### config.mk
export PLATFORM = sky130hd
export DESIGN_NAME = voice_allocator_16
export DESIGN_NICKNAME = d
export VERILOG_FILES = /design/src/rtl/synth_voice_pkg.sv /design/src/rtl/voice_age_rank.sv /design/src/rtl/voice_allocator_16.sv
export SDC_FILE = /design/constraint.sdc
export NUM_CORES = 1
export LEC_CHECK = 0
export CORE_ASPECT_RATIO = 0.8
export CORE_MARGIN = 2
export CORE_UTILIZATION = 30
export CTS_CLUSTER_DIAMETER = 150
export DETAILED_ROUTE_END_ITERATION = 8
export GPL_TIMING_DRIVEN = 0
export HOLD_SLACK_MARGIN = 0.12
export SLEW_MARGIN = 5
export SYNTH_ARGS = -nofsm -noshare
export SYNTH_HDL_FRONTEND = slang
export SYNTH_SLANG_ARGS = --single-unit
### constraint.sdc
create_clock -name clk -period 6.5 [get_ports clk]
set_input_delay 1.3 -clock clk [delete_from_list [all_inputs] [get_ports clk]]
set_output_delay 1.3 -clock clk [all_outputs]
set_load 0.03 [all_outputs]
### src/rtl/synth_voice_pkg.sv
// Shared constants and FSM state type for the FM synth voice allocator.
// Imported by voice_age_rank and voice_allocator_16.
package synth_voice_pkg;

    localparam int NUM_VOICES = 16;
    localparam int AGE_BITS   = 4;

    typedef enum logic {
        ST_IDLE,
        ST_UPDATE
    } state_t;

endpackage

### src/rtl/voice_age_rank.sv
// Age ranking for 16 voices: 0 = newest, 15 = oldest.
// Ranks always form a permutation of 0..15.
module voice_age_rank
    import synth_voice_pkg::*;
(
    input  logic                clk,
    input  logic                rst_n,
    input  logic                upd_i,
    input  logic [AGE_BITS-1:0] idx_i,
    output logic [AGE_BITS-1:0] oldest_o
);

    logic [AGE_BITS-1:0] rank_q [NUM_VOICES];
    logic [AGE_BITS-1:0] rank_d [NUM_VOICES];
    logic [AGE_BITS-1:0] cur;

    always_comb begin
        cur = rank_q[idx_i];
        for (int i = 0; i < NUM_VOICES; i++) begin
            rank_d[i] = rank_q[i];
            if (upd_i) begin
                if (AGE_BITS'(i) == idx_i) begin
                    rank_d[i] = '0;
                end else if (rank_q[i] < cur) begin
                    rank_d[i] = rank_q[i] + AGE_BITS'(1);
                end
            end
        end
    end

    always_comb begin
        oldest_o = '0;
        for (int i = 0; i < NUM_VOICES; i++) begin
            if (rank_q[i] == {AGE_BITS{1'b1}}) begin
                oldest_o = AGE_BITS'(i);
            end
        end
    end

    always_ff @(posedge clk or negedge rst_n) begin
        if (!rst_n) begin
            for (int i = 0; i < NUM_VOICES; i++) begin
                rank_q[i] <= AGE_BITS'(i);
            end
        end else begin
            rank_q <= rank_d;
        end
    end

endmodule

### src/rtl/voice_allocator_16.sv
// 16-voice note allocator: retrigger, free-slot, then oldest-voice policy.
// Define VOICE_STEAL_EN to steal the oldest voice when all are gated.
module voice_allocator_16
    import synth_voice_pkg::*;
#(
    parameter int NOTE_BITS = 7,
    parameter int VEL_BITS  = 7
) (
    input  logic                           clk,
    input  logic                           rst_n,
    input  logic                           ev_valid,
    output logic                           ev_ready,
    input  logic                           ev_on,
    input  logic [NOTE_BITS-1:0]           ev_note,
    input  logic [VEL_BITS-1:0]            ev_vel,
    output logic [NUM_VOICES*NOTE_BITS-1:0] voice_note,
    output logic [NUM_VOICES*VEL_BITS-1:0]  voice_vel,
    output logic [NUM_VOICES-1:0]          voice_gate,
    output logic [NUM_VOICES-1:0]          voice_trig,
    output logic                           ev_dropped
);

    state_t state_q, state_d;
    logic   ready_q, ready_d;
    logic   acc;
    logic   on_q;
    logic [NOTE_BITS-1:0] ev_note_q;
    logic [VEL_BITS-1:0]  ev_vel_q;

    logic [NOTE_BITS-1:0] note_q [NUM_VOICES];
    logic [NOTE_BITS-1:0] note_d [NUM_VOICES];
    logic [VEL_BITS-1:0]  vel_q  [NUM_VOICES];
    logic [VEL_BITS-1:0]  vel_d  [NUM_VOICES];
    logic [NUM_VOICES-1:0] gate_q, gate_d;
    logic [NUM_VOICES-1:0] trig_q, trig_d;
    logic drop_q, drop_d;

    logic hit, free, sel_ok;
    logic [AGE_BITS-1:0] hit_idx, free_idx, sel, oldest;

    assign acc = (state_q == ST_IDLE) && ev_valid && ready_q;

    // Descending scan so the lowest matching index wins.
    always_comb begin
        hit      = 1'b0;
        hit_idx  = '0;
        free     = 1'b0;
        free_idx = '0;
        for (int i = NUM_VOICES - 1; i >= 0; i--) begin
            if (gate_q[i] && note_q[i] == ev_note_q) begin
                hit     = 1'b1;
                hit_idx = AGE_BITS'(i);
            end
            if (!gate_q[i]) begin
                free     = 1'b1;
                free_idx = AGE_BITS'(i);
            end
        end
    end

    always_comb begin
        state_d = state_q;
        note_d  = note_q;
        vel_d   = vel_q;
        gate_d  = gate_q;
        trig_d  = '0;
        drop_d  = 1'b0;
        sel_ok  = 1'b0;
        sel     = hit ? hit_idx : (free ? free_idx : oldest);
        unique case (state_q)
            ST_IDLE: begin
                if (acc) state_d = ST_UPDATE;
            end
            ST_UPDATE: begin
                state_d = ST_IDLE;
                if (on_q) begin
`ifdef VOICE_STEAL_EN
                    sel_ok = 1'b1;
`else
                    sel_ok = hit | free;
                    drop_d = !(hit | free);
`endif
                    if (sel_ok) begin
                        note_d[sel] = ev_note_q;
                        vel_d[sel]  = ev_vel_q;
                        gate_d[sel] = 1'b1;
                        trig_d[sel] = 1'b1;
                    end
                end else begin
                    for (int i = 0; i < NUM_VOICES; i++) begin
                        if (gate_q[i] && note_q[i] == ev_note_q) begin
                            gate_d[i] = 1'b0;
                        end
                    end
                end
            end
        endcase
        ready_d = (state_d == ST_IDLE);
    end

    voice_age_rank u_rank (
        .clk      (clk),
        .rst_n    (rst_n),
        .upd_i    (sel_ok),
        .idx_i    (sel),
        .oldest_o (oldest)
    );

    always_ff @(posedge clk or negedge rst_n) begin
        if (!rst_n) begin
            state_q   <= ST_IDLE;
            ready_q   <= 1'b0;
            on_q      <= 1'b0;
            ev_note_q <= '0;
            ev_vel_q  <= '0;
            for (int i = 0; i < NUM_VOICES; i++) begin
                note_q[i] <= '0;
                vel_q[i]  <= '0;
            end
            gate_q <= '0;
            trig_q <= '0;
            drop_q <= 1'b0;
        end else begin
            state_q <= state_d;
            ready_q <= ready_d;
            note_q  <= note_d;
            vel_q   <= vel_d;
            gate_q  <= gate_d;
            trig_q  <= trig_d;
            drop_q  <= drop_d;
            if (acc) begin
                on_q      <= ev_on;
                ev_note_q <= ev_note;
                ev_vel_q  <= ev_vel;
            end
        end
    end

    for (genvar g = 0; g < NUM_VOICES; g++) begin : g_pack
        assign voice_note[g*NOTE_BITS +: NOTE_BITS] = note_q[g];
        assign voice_vel[g*VEL_BITS +: VEL_BITS]    = vel_q[g];
    end

    assign ev_ready   = ready_q;
    assign voice_gate = gate_q;
    assign voice_trig = trig_q;
    assign ev_dropped = drop_q;

endmodule

==> tab_implementation.tex <==
\begin{tabular}{lr}
\hline
Metric & Value \\
\hline
\multicolumn{2}{l}{\textbf{Clock network}} \\
\quad Maximum buffer depth of the clock tree & 3 \\
\quad Clock transition at the register clock pins on the worst setup and hold paths after CTS & 0.06 ns \\
\quad Clock root buffer master & sky130\_fd\_sc\_hd\_\_clkbuf\_16 \\
\quad H-tree depth reported by CTS & 2 \\
\quad Clock Sinks & 338 \\
\quad Number of buffers inserted during clock tree synthesis & 38 \\
\quad TritonCTS clock tree & done \\
\quad Clock latency of the later-clocked register in the worst-skew pair & 0.60 ns \\
\quad Hold\_buf cts & 0 \\
\multicolumn{2}{l}{\textbf{Yosys}} \\
\quad Prevailing post-synth register cell & sky130\_fd\_sc\_hd\_\_dfrtp\_1 \\
\quad Netlist area before placement & 0.0176 mm² \\
\quad Compound-Gate Fraction of Synth Area & 9.43\% \\
\quad Synth top area share & 43.6\% \\
\quad Most frequent cells after synthesis & sky130\_fd\_sc\_hd\_\_dfrtp\_1, sky130\_fd\_sc\_hd\_\_mux2\_2, sky130\_fd\_sc\_hd\_\_nand2\_1 \\
\quad Yosys warning total & 0 \\
\quad Synth Instances & 1530 \\
\quad Post-synthesis mux area share & 16.7\% \\
\quad Most used standard cell by instance count after synthesis & sky130\_fd\_sc\_hd\_\_dfrtp\_1 \\
\quad Count of flip-flops with a built-in enable after synthesis & 0 \\
\quad Mean cell area of the mapped netlist & 11.5 µm² \\
\quad Sequential cell area fraction in the yosys report & 48.4\% \\
\quad Synthesized net count & 1612 \\
\quad Share of the synthesized netlist area taken by xor and xnor gates & 5.59\% \\
\quad Largest family of logic cells by synthesized area & multiplexers \\
\quad Fraction of the mapped netlist area in simple logic gates & 11.7\% \\
\quad Adder-cell share of the synthesized area & 4.56\% \\
\quad Cell taking the most area after synthesis & sky130\_fd\_sc\_hd\_\_dfrtp\_1 \\
\quad Number of distinct standard cells referenced by the synthesized netlist & 74 \\
\quad Post-synthesis async set-or-reset flop share & 100\% \\
\quad Most area-consuming cells after synthesis & sky130\_fd\_sc\_hd\_\_dfrtp\_1, sky130\_fd\_sc\_hd\_\_mux2\_2, sky130\_fd\_sc\_hd\_\_dfstp\_2 \\
\quad Register bit total from synthesis & 338 \\
\multicolumn{2}{l}{\textbf{STA}} \\
\quad Final hold slack & 0.499 ns \\
\quad Number of failing setup endpoints in the final timing report & 0 \\
\quad Tmin final & 6.19 ns \\
\quad Worst max-slew margin expressed relative to the limit & 18.6\% \\
\quad Actual slew at the worst max-slew pin & 1.22 ns \\
\quad Maximum clock frequency & 162 MHz \\
\quad Summed negative setup slack over all endpoints & 0 ns \\
\quad Final number of hold-violating endpoints & 0 \\
\quad Max Slew Vio Count & 0 \\
\quad Unrepaired setup endpoints after global routing & no \\
\quad Final worst-path cycle share & 95.2\% \\
\quad Final worst clock skew & 0.0642 ns \\
\multicolumn{2}{l}{\textbf{GRT}} \\
\quad Met1 track utilization from global routing & 26.9\% \\
\quad Met2 routing resource usage after global routing & 29.5\% \\
\quad Peak-usage layer in the global routing report & met2 \\
\quad GR Layer Usage met3 & 7.77\% \\
\quad Number of antenna violations at the first check in global routing & 1 \\
\quad Pin count of the biggest net entering global routing & 111 \\
\quad Final global-route overflow total & 0 \\
\quad Vias in the first global route & 13.8k \\
\quad Wire length of the first global-routing pass & 89900 µm \\
\quad Overall track demand over capacity in global routing & 19.8\% \\
\multicolumn{2}{l}{\textbf{Die}} \\
\quad Initial standard-cell utilization of the core & 30.3\% \\
\quad Floorplan die width & 274 µm \\
\quad Die ar. & 0.0605 mm² \\
\quad Count of standard-cell rows & 79 \\
\quad Number of placed I/O pins & 276 \\
\quad DIE HEIGHT & 220 µm \\
\quad Core area & 0.0580 mm² \\
\multicolumn{2}{l}{\textbf{Critical path}} \\
\quad Launch point of the critical path & ev\_note\_q[5]\$\_DFFE\_PN0P\_ \\
\quad Buffer and inverter count on the worst path & 5 \\
\quad Reg2Reg Launch Point & ev\_note\_q[5]\$\_DFFE\_PN0P\_ \\
\quad Maximum cell stage delay along the critical path & 0.51 ns \\
\quad Maximum fanout count along the critical path & 16 \\
\quad Endpoint of the worst-slack reg-to-reg timing path & u\_rank.rank\_q[6]\$\_DFFE\_PN1P\_ \\
\quad Data arrival, critical path & 6.63 ns \\
\quad Register-to-register setup slack & 0.31 ns \\
\quad WS Path Type & reg2reg \\
\quad Largest delay contributor family on the critical path & simple AND/OR/NAND/NOR gates \\
\quad Kind of end point of the critical path & flop \\
\quad Setup crit start kind & flop \\
\quad Worst setup endpoint & u\_rank.rank\_q[6]\$\_DFFE\_PN1P\_ \\
\quad Length in cells of the worst reg-to-reg path & 23 \\
\quad Slowest library cell on the worst path & sky130\_fd\_sc\_hd\_\_mux4\_2 \\
\quad Cell breakdown of the critical path & buf\_6, buf\_6, xor2\_1, nor4\_2, nand4\_1, and4\_4, nand4\_4, a41oi\_2, buf\_4, nand2\_2, buf\_4, buf\_2, mux2i\_1, mux4\_2, nand2\_1, nand2\_2, ha\_1, o21ai\_0, nand2b\_1, a211oi\_1, a41oi\_2, or2\_0, o31ai\_1 \\
\quad Critical path data required time & 6.94 ns \\
\quad Logic depth of the worst setup path including buffers & 23 \\
\multicolumn{2}{l}{\textbf{Status}} \\
\quad Status & completed \\
\multicolumn{2}{l}{\textbf{Finish}} \\
\quad Fill cells & 5552 \\
\quad Final \#Nets & 1932 \\
\quad Area growth from synthesis to layout & 29.3\% \\
\quad Antenna cell count & 0 \\
\quad Layout cells sized above 1 & 22.6\% \\
\quad FF+latch area & 0.00850 mm² \\
\quad Post-route design area & 0.0227 mm² \\
\quad Non-Filler Instances & 2647 \\
\quad Area occupied by multi-input gates & 0.00843 mm² \\
\multicolumn{2}{l}{\textbf{Route}} \\
\quad Via count & 14.0k \\
\quad Detailed-route vias per instance & 5.28 \\
\quad WL/cell & 22.8 µm \\
\quad Number of remaining DRC errors & 0 \\
\quad DRT antenna net count & 0 \\
\quad TritonRoute pass-1 iters & 6 \\
\quad DRT Wirelength & 60300 µm \\
\quad Violation count after the first detailed-route iteration & 1200 \\
\multicolumn{2}{l}{\textbf{Place}} \\
\quad Quantity of I/O buffers inserted on ports & 275 \\
\quad RD Place Congestion & 0.895 \\
\quad DPL Wire Length & 44300 µm \\
\quad Dpl cell area & 0.0214 mm² \\
\quad Placed insts & 2577 \\
\multicolumn{2}{l}{\textbf{Power}} \\
\quad Largest voltage drop on the vdd net & 0.000230 V \\
\quad Power density over cell area & 449 mW/mm² \\
\quad Cell leakage power & 10.4 nW \\
\multicolumn{2}{l}{\textbf{Min path}} \\
\quad Class of the tightest hold or removal check & reg2reg \\
\multicolumn{2}{l}{\textbf{Flow run}} \\
\quad Number of maximum-capacitance violations & 0 \\
\hline
\end{tabular}
[state kept, by name, summed over array words and instances (netlist names)]
register,flops
voice_vel,112
u_rank.rank_q,64
ev_vel_q,7
voice_trig,16
on_q,1
voice_gate,16
ev_dropped,1
voice_note,112
state_q,1
ev_note_q,7
ev_ready,1
[power breakdown]
part,total (W),internal [W],switching [W]
logic,0.00486,0.00191,0.00295
clock network,0.00229,0.00133,0.000963
registers,0.00305,0.00255,0.000501
[how the worst min path moves through the flow]
stage / from / endpoint / slack (ns) / cells after the start
after floorplan: u_rank.rank_q[15]$_DFFE_PN1P_ / u_rank.rank_q[15]$_DFFE_PN1P_ / 0.47 / 2
after global placement: u_rank.rank_q[15]$_DFFE_PN1P_ / u_rank.rank_q[15]$_DFFE_PN1P_ / 0.49 / 2
after detailed placement: u_rank.rank_q[15]$_DFFE_PN1P_ / u_rank.rank_q[15]$_DFFE_PN1P_ / 0.49 / 2
after CTS: u_rank.rank_q[15]$_DFFE_PN1P_ / u_rank.rank_q[15]$_DFFE_PN1P_ / 0.50 / 2
after global routing: voice_vel[94]$_DFFE_PN0P_ / voice_vel[94]$_DFFE_PN0P_ / 0.51 / 1
final: u_rank.rank_q[15]$_DFFE_PN1P_ / u_rank.rank_q[15]$_DFFE_PN1P_ / 0.50 / 2
[worst min-delay path: stages (launching register included)]
cell and delay [ns]:
sky130_fd_sc_hd__dfstp_2 0.40, sky130_fd_sc_hd__nand2_1 0.06, sky130_fd_sc_hd__nand2_1 0.04
[kinds of logic (layout without fill, tap and decap cells)]
| logic type | count (synthesis) | in the layout |
|---|---|---|
| compound gates | 228 | 228 |
| mux | 260 | 260 |
| simple gates | 405 | 405 |
| buf+inv | 123 | 471 |
| flops | 338 | 338 |
| fa+ha+maj | 64 | 64 |
| xor+xnor | 112 | 112 |
[layout make-up]
cell class | instances | share of cell area, %
sequential | 338 | 37.4
clock buffer | 50 | 4.65
timing repair buffer | 280 | 12.6
buffer | 78 | 2.08
multi-input combinational | 1069 | 37.1
inverter | 45 | 0.744
tap | 769 | 4.24
clock inverter | 18 | 1.15
[placed cells by master, fill, tap and decap left out, types with 9 or more instances in the layout]
master                            instances
sky130_fd_sc_hd__nand3_1                 52
sky130_fd_sc_hd__a31o_2                   9
sky130_fd_sc_hd__nand2_1                139
sky130_fd_sc_hd__nor3_1                  13
sky130_fd_sc_hd__xor2_1                  67
sky130_fd_sc_hd__nor2_1                  64
sky130_fd_sc_hd__buf_6                   13
sky130_fd_sc_hd__a21oi_1                 18
sky130_fd_sc_hd__ha_1                    64
sky130_fd_sc_hd__a21o_1                  11
sky130_fd_sc_hd__mux2_2                 225
sky130_fd_sc_hd__nor4_1                  17
sky130_fd_sc_hd__nand4_1                 39
sky130_fd_sc_hd__mux2_1                   9
sky130_fd_sc_hd__mux2i_1                 23
sky130_fd_sc_hd__inv_1                   42
sky130_fd_sc_hd__a31oi_1                 20
sky130_fd_sc_hd__o41ai_1                  9
sky130_fd_sc_hd__dfstp_2                 32
sky130_fd_sc_hd__clkdlybuf4s50_1        274
sky130_fd_sc_hd__buf_2                   24
sky130_fd_sc_hd__dfrtp_1                306
sky130_fd_sc_hd__nand2b_1                 9
sky130_fd_sc_hd__nand2_2                 10
sky130_fd_sc_hd__or3_1                    9
sky130_fd_sc_hd__buf_4                   13
sky130_fd_sc_hd__clkbuf_16               38
sky130_fd_sc_hd__xnor2_1                 45
sky130_fd_sc_hd__o21ai_0                 57
sky130_fd_sc_hd__clkbuf_1                35
sky130_fd_sc_hd__o211ai_1                15
sky130_fd_sc_hd__o31ai_1                  9
[layer usage]
layer  up-vias  part of all wire [%]
met1      7071                    43
met5         -                 0.020
met2       579                    44
li1       6217                     -
met4         2                   2.2
met3       101                    11
[metrics by stage]
step	setup WS (ns)	utilization (%)	power, W
floorplan	1.66	-	0.00616
global placement	-11.11	36.7	0.00766
detailed placement	0.0954	36.8	0.00782
CTS	0.0400	39.1	0.0102
global route	0.0415	39.1	0.0108
finish	0.310	39.1	0.0102
[what timing repair did]
action	CTS	global route
endpoints found under the hold margin	0	0
buffers inserted	0	2
pin swaps	0	1
resized for setup	1	3
endpoints found under the setup margin	1	59
No activity file was read; power rests on OpenSTA's default activity.
